**config.mk**
```make
export PLATFORM = sky130hd
export DESIGN_NAME = sdram_memtest_flat
export DESIGN_NICKNAME = d
export VERILOG_FILES = /design/src/rtl/sdram_pkg.sv /design/src/rtl/sdram_memtest_if.sv /design/src/rtl/sdram_memtest.sv /design/src/flat_wrapper.sv
export SDC_FILE = /design/constraint.sdc
export NUM_CORES = 1
export LEC_CHECK = 0
export CAP_MARGIN = 10
export CORE_MARGIN = 5
export CORE_UTILIZATION = 41
export DETAILED_ROUTE_END_ITERATION = 8
export GPL_TIMING_DRIVEN = 0
export MAX_ROUTING_LAYER = met4
export SLEW_MARGIN = 20
export SYNTH_ARGS = -nofsm -noshare
export SYNTH_HDL_FRONTEND = slang
export SYNTH_SLANG_ARGS = --single-unit
```
**constraint.sdc**
```tcl
create_clock -name clk -period 8.9 [get_ports clk]
set_input_delay 1.78 -clock clk [delete_from_list [all_inputs] [get_ports clk]]
set_output_delay 1.78 -clock clk [all_outputs]
set_load 0.05 [all_outputs]
```
**src/rtl/sdram_pkg.sv**
```systemverilog
// Shared constants, state encoding and address-derived test pattern for the SDRAM memory tester.
package sdram_pkg;
  localparam int         AWIDTH = 20;
  localparam logic [3:0] BLEN   = 4'd15;

  typedef enum logic [2:0] {
    S_IDLE,
    S_WR_BURST,
    S_WR_GAP,
    S_RD_REQ,
    S_RD_DATA,
    S_FINISH
  } mt_state_t;

  function automatic logic [15:0] pattern(input logic [AWIDTH-1:0] a, input logic [15:0] seed);
    return a[15:0] ^ {a[19:16], 12'h000} ^ seed;
  endfunction
endpackage

```
**src/rtl/sdram_memtest_if.sv**
```systemverilog
// Control/status and burst-client signals of the memory tester; master is the tester side.
interface sdram_memtest_if;
  import sdram_pkg::*;

  logic              start;
  logic [AWIDTH-1:0] base;
  logic [15:0]       nbursts;
  logic [15:0]       seed;
  logic              busy;
  logic              done;
  logic              pass;
  logic              timeout;
  logic [15:0]       err_count;
  logic [AWIDTH-1:0] err_addr;
  logic [15:0]       err_data;

  logic [AWIDTH-1:0] rd_addr;
  logic [3:0]        rd_len;
  logic              rd_req;
  logic              rd_ack;
  logic [15:0]       rd_data;
  logic              rd_rdy;
  logic [AWIDTH-1:0] wr_addr;
  logic [15:0]       wr_data;
  logic [3:0]        wr_len;
  logic              wr_req;
  logic              wr_ack;

  modport master (
    input  start, base, nbursts, seed, rd_ack, rd_data, rd_rdy, wr_ack,
    output busy, done, pass, timeout, err_count, err_addr, err_data,
           rd_addr, rd_len, rd_req, wr_addr, wr_data, wr_len, wr_req
  );

  modport slave (
    output start, base, nbursts, seed, rd_ack, rd_data, rd_rdy, wr_ack,
    input  busy, done, pass, timeout, err_count, err_addr, err_data,
           rd_addr, rd_len, rd_req, wr_addr, wr_data, wr_len, wr_req
  );
endinterface

```
**src/rtl/sdram_memtest.sv**
```systemverilog
// Burst-write an address-derived pattern over a region, read it back and count mismatches.
// Start to first wr_req is one cycle; a watchdog aborts any handshake that stalls for TIMEOUT cycles.
module sdram_memtest
  import sdram_pkg::*;
#(
  parameter int TIMEOUT = 1024
) (
  input logic            clk,
  input logic            reset,
  sdram_memtest_if.master bus
);
  localparam int                WDW    = $clog2(TIMEOUT) + 1;
  localparam logic [WDW-1:0]    WD_MAX = WDW'(TIMEOUT - 1);
  localparam logic [AWIDTH-1:0] BSTEP  = AWIDTH'(BLEN) + AWIDTH'(1);

  mt_state_t         r_state, w_next;
  logic [AWIDTH-1:0] r_base, r_wr_addr, r_rd_addr, r_err_addr;
  logic [15:0]       r_nbursts, r_bcnt, r_seed, r_wr_data, r_err_count, r_err_data;
  logic [3:0]        r_wcnt, r_rcnt;
  logic [WDW-1:0]    r_wd;
  logic              r_busy, r_done, r_pass, r_timeout;

  logic              w_wr_req, w_rd_req, w_activity, w_wd_hit;
  logic              w_wr_last, w_rd_last, w_mismatch, w_spur_wr, w_spur_rd;
  logic [AWIDTH-1:0] w_wr_cur, w_rd_cur;
  logic [1:0]        w_err_inc;
  logic [16:0]       w_err_sum;
  logic [15:0]       w_err_next;

  assign w_wr_cur   = r_wr_addr + AWIDTH'(r_wcnt);
  assign w_rd_cur   = r_rd_addr + AWIDTH'(r_rcnt);
  assign w_activity = bus.wr_ack | bus.rd_ack | bus.rd_rdy;
  assign w_wd_hit   = (r_wd == WD_MAX) && !w_activity;
  assign w_wr_last  = bus.wr_ack && (r_wcnt == BLEN);
  assign w_rd_last  = bus.rd_rdy && (r_rcnt == BLEN);
  assign w_mismatch = (r_state == S_RD_DATA) && bus.rd_rdy &&
                      (bus.rd_data != pattern(w_rd_cur, r_seed));
  assign w_spur_wr  = bus.wr_ack && (r_state != S_WR_BURST);
  assign w_spur_rd  = bus.rd_rdy && (r_state != S_RD_DATA);

  // Mismatch and spurious handshakes can coincide, so up to two errors land per cycle.
  assign w_err_inc  = {1'b0, w_mismatch} + {1'b0, w_spur_wr} + {1'b0, w_spur_rd};
  assign w_err_sum  = {1'b0, r_err_count} + {15'd0, w_err_inc};
  assign w_err_next = w_err_sum[16] ? 16'hFFFF : w_err_sum[15:0];

  always_ff @(posedge clk or posedge reset) begin
    if (reset) r_state <= S_IDLE;
    else       r_state <= w_next;
  end

  always_comb begin
    w_next   = r_state;
    w_wr_req = 1'b0;
    w_rd_req = 1'b0;
    case (r_state)
      S_IDLE:     if (bus.start) w_next = (bus.nbursts == 16'd0) ? S_FINISH : S_WR_BURST;
      S_WR_BURST: begin
        w_wr_req = 1'b1;
        if (w_wr_last)     w_next = S_WR_GAP;
        else if (w_wd_hit) w_next = S_FINISH;
      end
      S_WR_GAP:   w_next = (r_bcnt == 16'd1) ? S_RD_REQ : S_WR_BURST;
      S_RD_REQ: begin
        w_rd_req = 1'b1;
        if (bus.rd_ack)    w_next = S_RD_DATA;
        else if (w_wd_hit) w_next = S_FINISH;
      end
      S_RD_DATA: begin
        if (w_rd_last)     w_next = (r_bcnt == 16'd1) ? S_FINISH : S_RD_REQ;
        else if (w_wd_hit) w_next = S_FINISH;
      end
      S_FINISH:   w_next = S_IDLE;
      default:    w_next = S_IDLE;
    endcase
  end

  always_ff @(posedge clk or posedge reset) begin
    if (reset) begin
      r_base <= '0; r_wr_addr <= '0; r_rd_addr <= '0; r_err_addr <= '0;
      r_nbursts <= '0; r_bcnt <= '0; r_seed <= '0; r_wr_data <= '0;
      r_err_count <= '0; r_err_data <= '0; r_wcnt <= '0; r_rcnt <= '0; r_wd <= '0;
      r_busy <= 1'b0; r_done <= 1'b0; r_pass <= 1'b0; r_timeout <= 1'b0;
    end else begin
      r_wd        <= (w_activity || (w_next != r_state)) ? '0 : r_wd + 1'b1;
      r_err_count <= w_err_next;
      if (w_mismatch && (r_err_count == 16'd0)) begin
        r_err_addr <= w_rd_cur;
        r_err_data <= bus.rd_data;
      end
      case (r_state)
        S_IDLE: if (bus.start) begin
          r_base      <= bus.base;
          r_nbursts   <= bus.nbursts;
          r_bcnt      <= bus.nbursts;
          r_seed      <= bus.seed;
          r_wr_addr   <= bus.base;
          r_wr_data   <= pattern(bus.base, bus.seed);
          r_wcnt      <= '0;
          r_busy      <= 1'b1;
          r_done      <= 1'b0;
          r_pass      <= 1'b0;
          r_timeout   <= 1'b0;
          r_err_count <= '0;
          r_err_addr  <= '0;
          r_err_data  <= '0;
        end
        S_WR_BURST: begin
          if (bus.wr_ack) begin
            r_wcnt    <= r_wcnt + 4'd1;
            r_wr_data <= pattern(w_wr_cur + AWIDTH'(1), r_seed);
          end else if (w_wd_hit) begin
            r_timeout <= 1'b1;
          end
        end
        S_WR_GAP: begin
          r_wr_addr <= r_wr_addr + BSTEP;
          r_bcnt    <= r_bcnt - 16'd1;
          if (r_bcnt == 16'd1) begin
            r_bcnt    <= r_nbursts;
            r_rd_addr <= r_base;
            r_rcnt    <= '0;
          end
        end
        S_RD_REQ: if (!bus.rd_ack && w_wd_hit) r_timeout <= 1'b1;
        S_RD_DATA: begin
          if (bus.rd_rdy) begin
            r_rcnt <= r_rcnt + 4'd1;
            if (w_rd_last) begin
              r_rd_addr <= r_rd_addr + BSTEP;
              r_bcnt    <= r_bcnt - 16'd1;
            end
          end else if (w_wd_hit) begin
            r_timeout <= 1'b1;
          end
        end
        S_FINISH: begin
          r_busy <= 1'b0;
          r_done <= 1'b1;
          r_pass <= (r_err_count == 16'd0) && !r_timeout;
        end
        default: ;
      endcase
    end
  end

  assign bus.busy      = r_busy;
  assign bus.done      = r_done;
  assign bus.pass      = r_pass;
  assign bus.timeout   = r_timeout;
  assign bus.err_count = r_err_count;
  assign bus.err_addr  = r_err_addr;
  assign bus.err_data  = r_err_data;
  assign bus.rd_addr   = r_rd_addr;
  assign bus.rd_len    = BLEN;
  assign bus.rd_req    = w_rd_req;
  assign bus.wr_addr   = r_wr_addr;
  assign bus.wr_data   = r_wr_data;
  assign bus.wr_len    = BLEN;
  assign bus.wr_req    = w_wr_req;
endmodule

```
**src/flat_wrapper.sv**
```systemverilog
// flat-port wrapper written by rule: the top's interface ports become plain ports
module sdram_memtest_flat import sdram_pkg::*;
#(
  parameter int TIMEOUT = 1024
)
  (clk, reset, bus_start, bus_base, bus_nbursts, bus_seed, bus_rd_ack, bus_rd_data, bus_rd_rdy, bus_wr_ack, bus_busy, bus_done, bus_pass, bus_timeout, bus_err_count, bus_err_addr, bus_err_data, bus_rd_addr, bus_rd_len, bus_rd_req, bus_wr_addr, bus_wr_data, bus_wr_len, bus_wr_req);
  sdram_memtest_if bus_i ();
  input logic clk;
  input logic reset;
  input wire logic [$bits(bus_i.start)-1:0] bus_start;
  input wire logic [$bits(bus_i.base)-1:0] bus_base;
  input wire logic [$bits(bus_i.nbursts)-1:0] bus_nbursts;
  input wire logic [$bits(bus_i.seed)-1:0] bus_seed;
  input wire logic [$bits(bus_i.rd_ack)-1:0] bus_rd_ack;
  input wire logic [$bits(bus_i.rd_data)-1:0] bus_rd_data;
  input wire logic [$bits(bus_i.rd_rdy)-1:0] bus_rd_rdy;
  input wire logic [$bits(bus_i.wr_ack)-1:0] bus_wr_ack;
  output wire logic [$bits(bus_i.busy)-1:0] bus_busy;
  output wire logic [$bits(bus_i.done)-1:0] bus_done;
  output wire logic [$bits(bus_i.pass)-1:0] bus_pass;
  output wire logic [$bits(bus_i.timeout)-1:0] bus_timeout;
  output wire logic [$bits(bus_i.err_count)-1:0] bus_err_count;
  output wire logic [$bits(bus_i.err_addr)-1:0] bus_err_addr;
  output wire logic [$bits(bus_i.err_data)-1:0] bus_err_data;
  output wire logic [$bits(bus_i.rd_addr)-1:0] bus_rd_addr;
  output wire logic [$bits(bus_i.rd_len)-1:0] bus_rd_len;
  output wire logic [$bits(bus_i.rd_req)-1:0] bus_rd_req;
  output wire logic [$bits(bus_i.wr_addr)-1:0] bus_wr_addr;
  output wire logic [$bits(bus_i.wr_data)-1:0] bus_wr_data;
  output wire logic [$bits(bus_i.wr_len)-1:0] bus_wr_len;
  output wire logic [$bits(bus_i.wr_req)-1:0] bus_wr_req;
  assign bus_i.start = bus_start;
  assign bus_i.base = bus_base;
  assign bus_i.nbursts = bus_nbursts;
  assign bus_i.seed = bus_seed;
  assign bus_i.rd_ack = bus_rd_ack;
  assign bus_i.rd_data = bus_rd_data;
  assign bus_i.rd_rdy = bus_rd_rdy;
  assign bus_i.wr_ack = bus_wr_ack;
  assign bus_busy = bus_i.busy;
  assign bus_done = bus_i.done;
  assign bus_pass = bus_i.pass;
  assign bus_timeout = bus_i.timeout;
  assign bus_err_count = bus_i.err_count;
  assign bus_err_addr = bus_i.err_addr;
  assign bus_err_data = bus_i.err_data;
  assign bus_rd_addr = bus_i.rd_addr;
  assign bus_rd_len = bus_i.rd_len;
  assign bus_rd_req = bus_i.rd_req;
  assign bus_wr_addr = bus_i.wr_addr;
  assign bus_wr_data = bus_i.wr_data;
  assign bus_wr_len = bus_i.wr_len;
  assign bus_wr_req = bus_i.wr_req;
  sdram_memtest #(.TIMEOUT(TIMEOUT)) u_core (.clk(clk), .reset(reset), .bus(bus_i));
endmodule
```
* After elaboration in Yosys (flattened, before gate mapping)
Cells that the tools add are included.
** Word-level totals
- Flip-flop bits (word level) :: 202
- Latch bits :: 0
- Bits in writable memories :: 0
- Memory bits (read-only) :: 0
- Input port bits :: 74
- Word-level logic and storage cells :: 141
- Memories :: 0
** Operators by class
- $add $sub $neg :: 12
- Multiply operators :: 0
- Divide/modulo/power cells :: 0
- Order comparisons :: 0
- Equality and inequality tests :: 21
- Shifts and indexed selects :: 0
- Multiplexer cells :: 51
- Bitwise logic cells :: 8
- Reductions and logical operators :: 31
** Operators by type and width (number)
- $mux W16 :: 12
- $mux W20 :: 7
- $xor A16 B16 Y16 :: 6
- $pmux W20 S2 :: 2
- $pmux W16 S3 :: 1
- $add A20 B4 Y20 :: 2
- $add A20 B5 Y20 const B :: 2
- $logic_not A16 Y1 :: 2
- $pmux W16 S2 :: 1
- $mux W3 :: 7
- $add A20 B1 Y20 const B :: 1
- $add A16 B2 Y17 :: 1
- $eq A16 B1 Y1 const B :: 1
- $mux W4 :: 4
- $ne A16 B16 Y1 :: 1
- $pmux W4 S2 :: 2
- $sub A16 B1 Y16 const B :: 1
- $pmux W3 S5 :: 1
- $add A11 B1 Y11 const B :: 1
- $eq A11 B10 Y1 const B :: 1
- $mux W11 :: 1
- $logic_and A1 B1 Y1 :: 10
- $ne A2 B2 Y1 const B :: 5
- $add A4 B1 Y4 const B :: 2
- other kinds (25) :: 49

* Longest topological paths before layout
Gate-level depths: netlist (run 1).
- Depth in word-level cells :: 11
- Mapped depth :: 18
- Depth with buffers taken out :: 18

* Worst setup path after synthesis (run 1)
No wires, ideal clock.
- Kind :: input port to flip-flop
- Start point :: in bus_rd_data[12]
- End point :: reg u_core.r_err_count[10], in the netlist u_core.bus.err_count[10]
- Data arrival time :: 4.640 ns
- Setup slack :: 4.123 ns
- Stages :: 14
- Cell sequence :: xnor3_1 -> nand3_1 -> or3b_1 -> a2111o_1 -> nor3_1 -> nor2_1 -> ha_1 -> fa_1 -> nand3_1 -> nor2_1 -> nand2_1 -> or2_2 -> clkbuf_1 -> a21oi_1
** On the way
- Word-level cells in the longest chain between the ends :: 8
** Ends and longest elaborated chain
- start, declared :: line flat_wrapper.sv:15 : input wire logic [$bits(bus_i.rd_data)-1:0] bus_rd_data;
- $ne A16 B16 Y1 (*) :: line sdram_memtest.sv:37 : (bus.rd_data != pattern(w_rd_cur, r_seed));
- $logic_and A1 B1 Y1 (*) :: line sdram_memtest.sv:36 : assign w_mismatch = (r_state == S_RD_DATA) && bus.rd_rdy &&
- $add A1 B1 Y2 (*) :: line sdram_memtest.sv:42 : assign w_err_inc = {1'b0, w_mismatch} + {1'b0, w_spur_wr} + {1'b0, w_spur_rd};
- $add A2 B1 Y2 (*) :: line sdram_memtest.sv:42
- $add A16 B2 Y17 (*) :: line sdram_memtest.sv:43 : assign w_err_sum = {1'b0, r_err_count} + {15'd0, w_err_inc};
- $mux W16 (*) :: line sdram_memtest.sv:44 : assign w_err_next = w_err_sum[16] ? 16'hFFFF : w_err_sum[15:0];
- $mux W16 :: line sdram_memtest.sv:91 : S_IDLE: if (bus.start) begin
- $mux W16 (*) :: line sdram_memtest.sv:90 : case (r_state)
- end signal, assigned :: line sdram_memtest.sv:85 : r_err_count <= w_err_next;
- end, declared :: line sdram_memtest.sv:18 : logic [15:0] r_nbursts, r_bcnt, r_seed, r_wr_data, r_err_count, r_err_data;
Every way passes the cells marked *; elsewhere a longest branch is shown, timed or not.
A chain may end at the register's enable or synchronous reset.

* Final worst setup path (run 1)
- Start point :: in bus_rd_data[8]
- End point :: reg u_core.r_err_count[3], in the netlist u_core.bus.err_count[3]
Same word-level chain as after synthesis.

==> impl_results.md, run 1 <==
- Global-route wire length before repair: 59100 um
- DRC: 0
- Synth top area cells: dfrtp_1 44%, nand2_1 11%, xnor2_1 7.0%, mux2i_1 3.6%, o21ai_0 3.5%
- Critical Path End Type: flop
- Post_cts resized: 0
- Post-Synthesis Cells: 1321
- GRT Util Overall: between 20% and 30%
- Highest Clock Rate: 0.174 GHz
- Setup Viol. Count Final: 0
- Tmin final: about 5.8 ns
- Final Total Pwr: about 4.5 mW
- Quantity of hold-fixing buffers added after cts: 0
- CP required: between 9 and 10 ns
- Core box area: about 0.028 mm^2
- Die height: 178 um
- Root Buffer: clkbuf_16
- Iter 0 DRT Violations: 682
- Endpoints failing hold: 0
- Synthesized flop and latch total: between 200 and 250
- Vias in the first global route: just over 10k
- Nets: 1636
- Clock transition at path regs: roughly 0.06 ns
- Worst Hold Class: reg -> reg
- Worst-Skew Late Latency: between 0.5 and 0.6 ns
- Critical path class: in -> reg
- Rows: 61
- Mapped cell area: between 0.01 and 0.015 mm^2
- Commonest cells in the netlist: 327 x nand2_1, 202 x dfrtp_1, 92 x xnor2_1
- Initial core utilization: between 40% and 50%
- P&R area growth vs syn: 27.9%
- Routed length per placed instance: 19.7 um
- Least-Margin Pin Slew: approximately 1 ns
- Syn Area/Cell: a little under 9 um^2
- Cells after DPL: 1893
- Initial antenna violation count: 4
- Clock Path Buffers: 3
- Status: complete, no violations
- Worst Path Max Fanout: 10
- Crit path DAT: ~6.1 ns
- Final std cells w/o fill: between 1.5k and 2k
- Placer Congestion: between 0.9 and 1
- # clock sinks: between 200 and 250
- Die W: 178 um
- Vias: 10.3k
- Leak pwr: roughly 6.5 nW
- CTS tree: yes
- Largest net degree at the start of global routing: 97
- Dpl ws: ~2.6 ns
- Pwr/cell area: just over 300 mW/mm^2
- WL final: between 30000 and 40000 um
- Ys flop type: dfrtp_1
- Most common cell in the netlist: nand2_1
- Maximum vdd drop: ~0.22 mV
- Post-layout util: between 50% and 60%
- Area leader, netlist: dfrtp_1
- Drt first pass iters: 7
- Antenna Violating Nets Remaining: 0
- R2R setup slack: 3.38 ns
- Remaining Overflow, GRT: 0
- YS warnings: 0
- RSZ-0062 raised after global routing: false
- H-Tree Depth: 1
- Top-area cell type share of the netlist area: 43.9%
- Sequential share of the synthesized area: 43.9%
- I/O pin cnt: just under 200
- Pins Over Slew Limit: 0
- PnR worst setup slack: 3.15 ns
- Inserted Clock Buffers: 24
- Clock skew: 0.0158 ns
- Post-synth EDFFs: 0
- IO Port Bufs: between 150 and 200
- Post-synthesis async set-or-reset flop share: 100%
- Unique masters post-synth: 70
- Post-CTS Setup Inserts: 0
- Hold Slack: approximately 0.47 ns
- Max-cap check violation count: 0
- DP HPWL: just under 30000 um
- CP Launch Type: input pin
- Die area: ~0.032 mm^2
- Layout cells sized above 1: slightly above 5%
- Relative slew slack: between 30% and 40%
- Final worst-path cycle share: 64.6%
- DR vias/cell: around 5.3
==> routing by layer <==
layer  routed length, um  track usage, %  vias to the layer above  part of all wire (%)
met5                   0               -                        -                     0
met3                2310            4.09                       51                   6.1
li1                    -               -                     4934                     -
met1               17100            33.1                     4970                    45
met2               17800            39.3                      306                    47
met4                 977            5.77                        0                   2.6
==> layout make-up <==
type | instances | area, um^2
inverters | 38 | 150
plain buffers | 77 | 369
multi-input cells | 1011 | 5990
flip-flops and latches | 202 | 5050
diodes | 4 | 10.0
well taps | 378 | 473
clock buffers | 30 | 674
repair buffers | 187 | 1910
clock inverters | 14 | 121
fillers | 2719 | 13000
==> critical path, stage by stage <==
cell and delay, ns:
clkdlybuf4s50_1 0.49, xnor2_1 0.29, xnor2_1 0.11, a2111o_1 0.42, a2111oi_0 0.34, nand4_1 0.29
nor3_1 0.42, nor2_1 0.13, ha_1 0.27, fa_1 0.44, nand3_1 0.23, nor2_1 0.10
nand2_1 0.13, or2_2 0.17, clkbuf_1 0.39, a21oi_1 0.13
==> power by group <==
part / total (mW) / switching [mW] / internal, mW / leakage (nW)
clock: 0.984 / 0.414 / 0.570 / 0.375
sequential: 1.52 / 0.319 / 1.20 / 2.62
combinational: 2.00 / 1.23 / 0.766 / 3.53
total: 4.50 / 1.97 / 2.54 / 6.52
==> cell usage in the layout, fill, tap and decap left out, types with 10 or more instances in the layout <==
cell type	synthesis	routed
and4_1	10	10
nor2_1	91	91
dfrtp_1	202	202
nand4_1	14	14
ha_1	17	17
clkdlybuf4s50_1	0	185
mux2i_1	41	41
and3_1	11	11
clkbuf_16	0	25
nand3_1	41	41
a21oi_1	71	71
nor3_1	18	18
nor4_1	11	11
clkbuf_1	51	53
xor2_1	44	44
xnor2_1	92	92
nand2_1	327	327
inv_1	37	36
buf_4	11	11
o21ai_0	80	80
==> worst paths after layout <==
kind / cells after the start / start / endpoint
setup / recovery: 16 / bus_rd_data[8] / u_core.bus.err_count[3]
hold / removal: 2 / u_core.r_base[3] / u_core.bus.rd_addr[3]
setup reg to reg: 16 / u_core.bus.rd_addr[2] / u_core.bus.err_count[3]
hold reg to reg: 2 / u_core.r_base[3] / u_core.bus.rd_addr[3]
max in group asynchronous: 3 / reset / u_core.bus.busy
min in group asynchronous: 2 / reset / u_core.bus.rd_addr[15]
==> through the flow <==
step	TNS (ns)	instance area (um^2)
6_report	0	14700
4_1_cts	0	14700
3_3_place_gp	-297.36	13900
2_1_floorplan	0	11600
3_5_place_dp	0	13900
5_1_grt	0	14700
==> flip-flops by register name (all words and copies together), names as in the netlist <==
register	cells
u_core.bus.err_count	16
u_core.bus.err_data	16
u_core.r_wcnt	4
u_core.r_bcnt	16
u_core.r_seed	16
u_core.bus.err_addr	20
u_core.r_wd	11
u_core.r_rcnt	4
u_core.r_nbursts	16
u_core.bus.wr_data	16
u_core.r_base	20
u_core.bus.timeout	1
u_core.bus.done	1
u_core.bus.pass	1
u_core.bus.wr_addr	20
u_core.bus.rd_addr	20
u_core.r_state	3
u_core.bus.busy	1
==> kinds of logic after synthesis <==
| kind of cell | Yosys count | synth area share (%) |
|---|---|---|
| compound gates | 236 | 12.8 |
| mux | 42 | 3.69 |
| other cells | 1 | 0.0325 |
| flops | 202 | 43.9 |
| buf+inv | 115 | 4.44 |
| simple gates | 563 | 21.3 |
| fa+ha+maj | 21 | 2.54 |
| xor+xnor | 141 | 11.3 |
Note: power is estimated with default switching activity, not from simulation.
==> run 2: changes to the inputs <==
Settings changed: PLACE_DENSITY set to 0.67.
Clock period 8.9 ns to 4.75 ns, I/O delays scaled along.
==> run 2 against run 1 <==
Net effect:
- via count rose by 1.8%
- core utilization up 0.83 points
- routed wire length fell by 0.62%
- sequential power rose by 87%
- sequential share of layout area decreased by 0.53 points
- non-clock buffer count increased by 11
- cell count increased by 0.31%
- clock-buffer cell count grew 7
- die area did not move
- global-route usage hardly changed
- hold slack better by 0.0033 ns
- first-iteration DRC count up 15%
==> impl_results.md, run 2 (synthesis results as in run 1) <==
- Status: complete, no violations
- Dpl ws: -0.648 ns
- Relative slew slack: around 27%
- WL met2: 17300 um
- CTS tree: yes
- Reg-to-reg endpoint: u_core.bus.err_count[10]
- Area post-placement: between 0.01 and 0.015 mm^2
- Endpoints failing hold: 0
- Hold wc startpoint: u_core.bus.wr_data[3]
- Setup Viol. Count Final: 0
- Final instance area: 0.0150 mm^2
- Tmin final: around 4.5 ns
- Highest Clock Rate: roughly 0.22 GHz
- Vias in the first global route: about 10k
- Met1 WL: between 15000 and 20000 um
- Initial core utilization: approximately two fifths
- R2R setup slack: around 0.22 ns
- Worst hold stages: 2
- Max-cap check violation count: 0
- Global-route wire length before repair: around 59000 um
- WL final: roughly 38000 um
- Initial antenna violation count: 1
- Inserted Clock Buffers: 24
- Nets: roughly 1.6k
- GRT Util Overall: 24.6%
- Root Buffer: clkbuf_16
- Quantity of hold-fixing buffers added after cts: 0
- Vias: ~10k
- Final setup TNS: 0 ns
- Pwr/cell area: about 580 mW/mm^2
- DRC: 0
- Pins Over Slew Limit: 0
- Routed length per placed instance: between 15 and 20 um
- PnR worst setup slack: approximately 0.22 ns
- Least-Margin Pin Slew: between 1 and 1.5 ns
- Crit path DAT: a little under 5 ns
- Remaining Overflow, GRT: 0
- RSZ-0062 raised after global routing: false
- Critical Path End Type: flop
- Die height: between 150 and 200 um
- Die area: ~0.032 mm^2
- Leak pwr: ~6.7 nW
- Core box area: 0.0278 mm^2
- Largest net degree at the start of global routing: 33
- Commonest non-fill, non-tap cell in the layout: nand2_1
- CP required: just over 5 ns
- P&R area growth vs syn: 29.9%
- Worst-Skew Late Latency: around 0.52 ns
- Layout cells sized above 1: about 5.9%
- DR vias/cell: ~5.4
- Rows: 61
- Highest routing layer actually used: met4
- Clock Path Buffers: 3
- Critical path class: reg -> reg
- H-Tree Depth: 1
- Maximum vdd drop: approximately 0.46 mV
- Clock skew: roughly 0.015 ns
- DP HPWL: a little under 30000 um
- Worst Path Max Fanout: 10
- Worst r2r src: u_core.bus.rd_addr[0]
- Die W: 178 um
- Placer Congestion: around 0.93
- IO Port Bufs: around 190
- Wire length on met3: 2790 um
- CP Launch Type: flop
- Most frequent cells in the layout: 327 x nand2_1, 202 x dfrtp_1, 185 x clkdlybuf4s50_1
- Clock transition at path regs: about 0.06 ns
- # clock sinks: about 200
- Final Total Pwr: ~8.6 mW
- WHS Endpoint: u_core.bus.wr_data[3]
- Antenna Violating Nets Remaining: 0
- Final worst-path cycle share: a little over nine tenths
- Worst Hold Class: reg -> reg
- I/O pin cnt: approximately 200
- Drt first pass iters: 7
- R2R depth: 18
- Iter 0 DRT Violations: slightly below 800
-- run 2: cell type report --
cell class	instances	area, um^2
Fill cell	2547	12800
Multi-Input combinational cell	1011	6020
Sequential cell	202	5050
Timing Repair Buffer	198	2040
Clock buffer	37	761
Tap cell	378	473
Buffer	77	373
Inverter	38	146
Clock inverter	5	100
Antenna cell	1	2.50
-- run 2: routing by layer --
layer / GRT usage (%) / vias to the layer above
met5: - / -
met4: 7.25 / 0
met3: 5.01 / 67
met2: 37.7 / 380
met1: 33.2 / 5053
li1: - / 4949
-- run 2: stage by stage --
step	utilization (%)	cells	hold WS, ns
3_3_place_gp	50.0	1891	0.457
3_5_place_dp	50.5	1898	0.462
5_1_grt	53.9	1947	0.489
2_1_floorplan	-	1328	0.439
4_1_cts	53.7	1942	0.475
6_report	53.9	1947	0.471
-- run 2: repair_timing --
item,in CTS,in global routing
setup endpoints to repair,16,11
pin swaps,1,6
gates resized for setup,4,7
gates cloned,0,0
setup buffers,2,4
-- run 2: report_power, final --
group	leakage, nW	internal, mW	total [mW]	switching (mW)
combinational	3.62	1.46	3.79	2.34
sequential	2.62	2.25	2.84	0.593
clock	0.427	1.26	1.98	0.726
total	6.66	4.96	8.61	3.66
-- run 2: worst max-delay path, cell delays in order (launching register included) --
cell and delay, ns:
dfrtp_1 0.41, ha_1 0.22, inv_1 0.07, fa_1 0.48
xor2_1 0.21, xnor2_1 0.14, a2111o_1 0.41, a2111oi_1 0.34
nand4_1 0.25, nor3_4 0.32, nor2_1 0.09, ha_1 0.26
fa_2 0.39, nand3_2 0.14, nor2_1 0.08, nand2_1 0.12
or2_2 0.18, clkbuf_4 0.21, a21oi_1 0.08
-- run 2: how the worst max path moves through the flow --
stage | cells after the start | start | end
floorplan | 16 | u_core.bus.rd_addr[1] | u_core.bus.err_count[10]
global placement | 16 | u_core.r_rcnt[1] | u_core.bus.err_count[3]
detailed placement | 16 | u_core.r_rcnt[1] | u_core.bus.err_count[10]
CTS | 18 | u_core.r_rcnt[0] | u_core.bus.err_count[10]
global route | 18 | u_core.bus.rd_addr[0] | u_core.bus.err_count[7]
finish | 18 | u_core.bus.rd_addr[0] | u_core.bus.err_count[10]
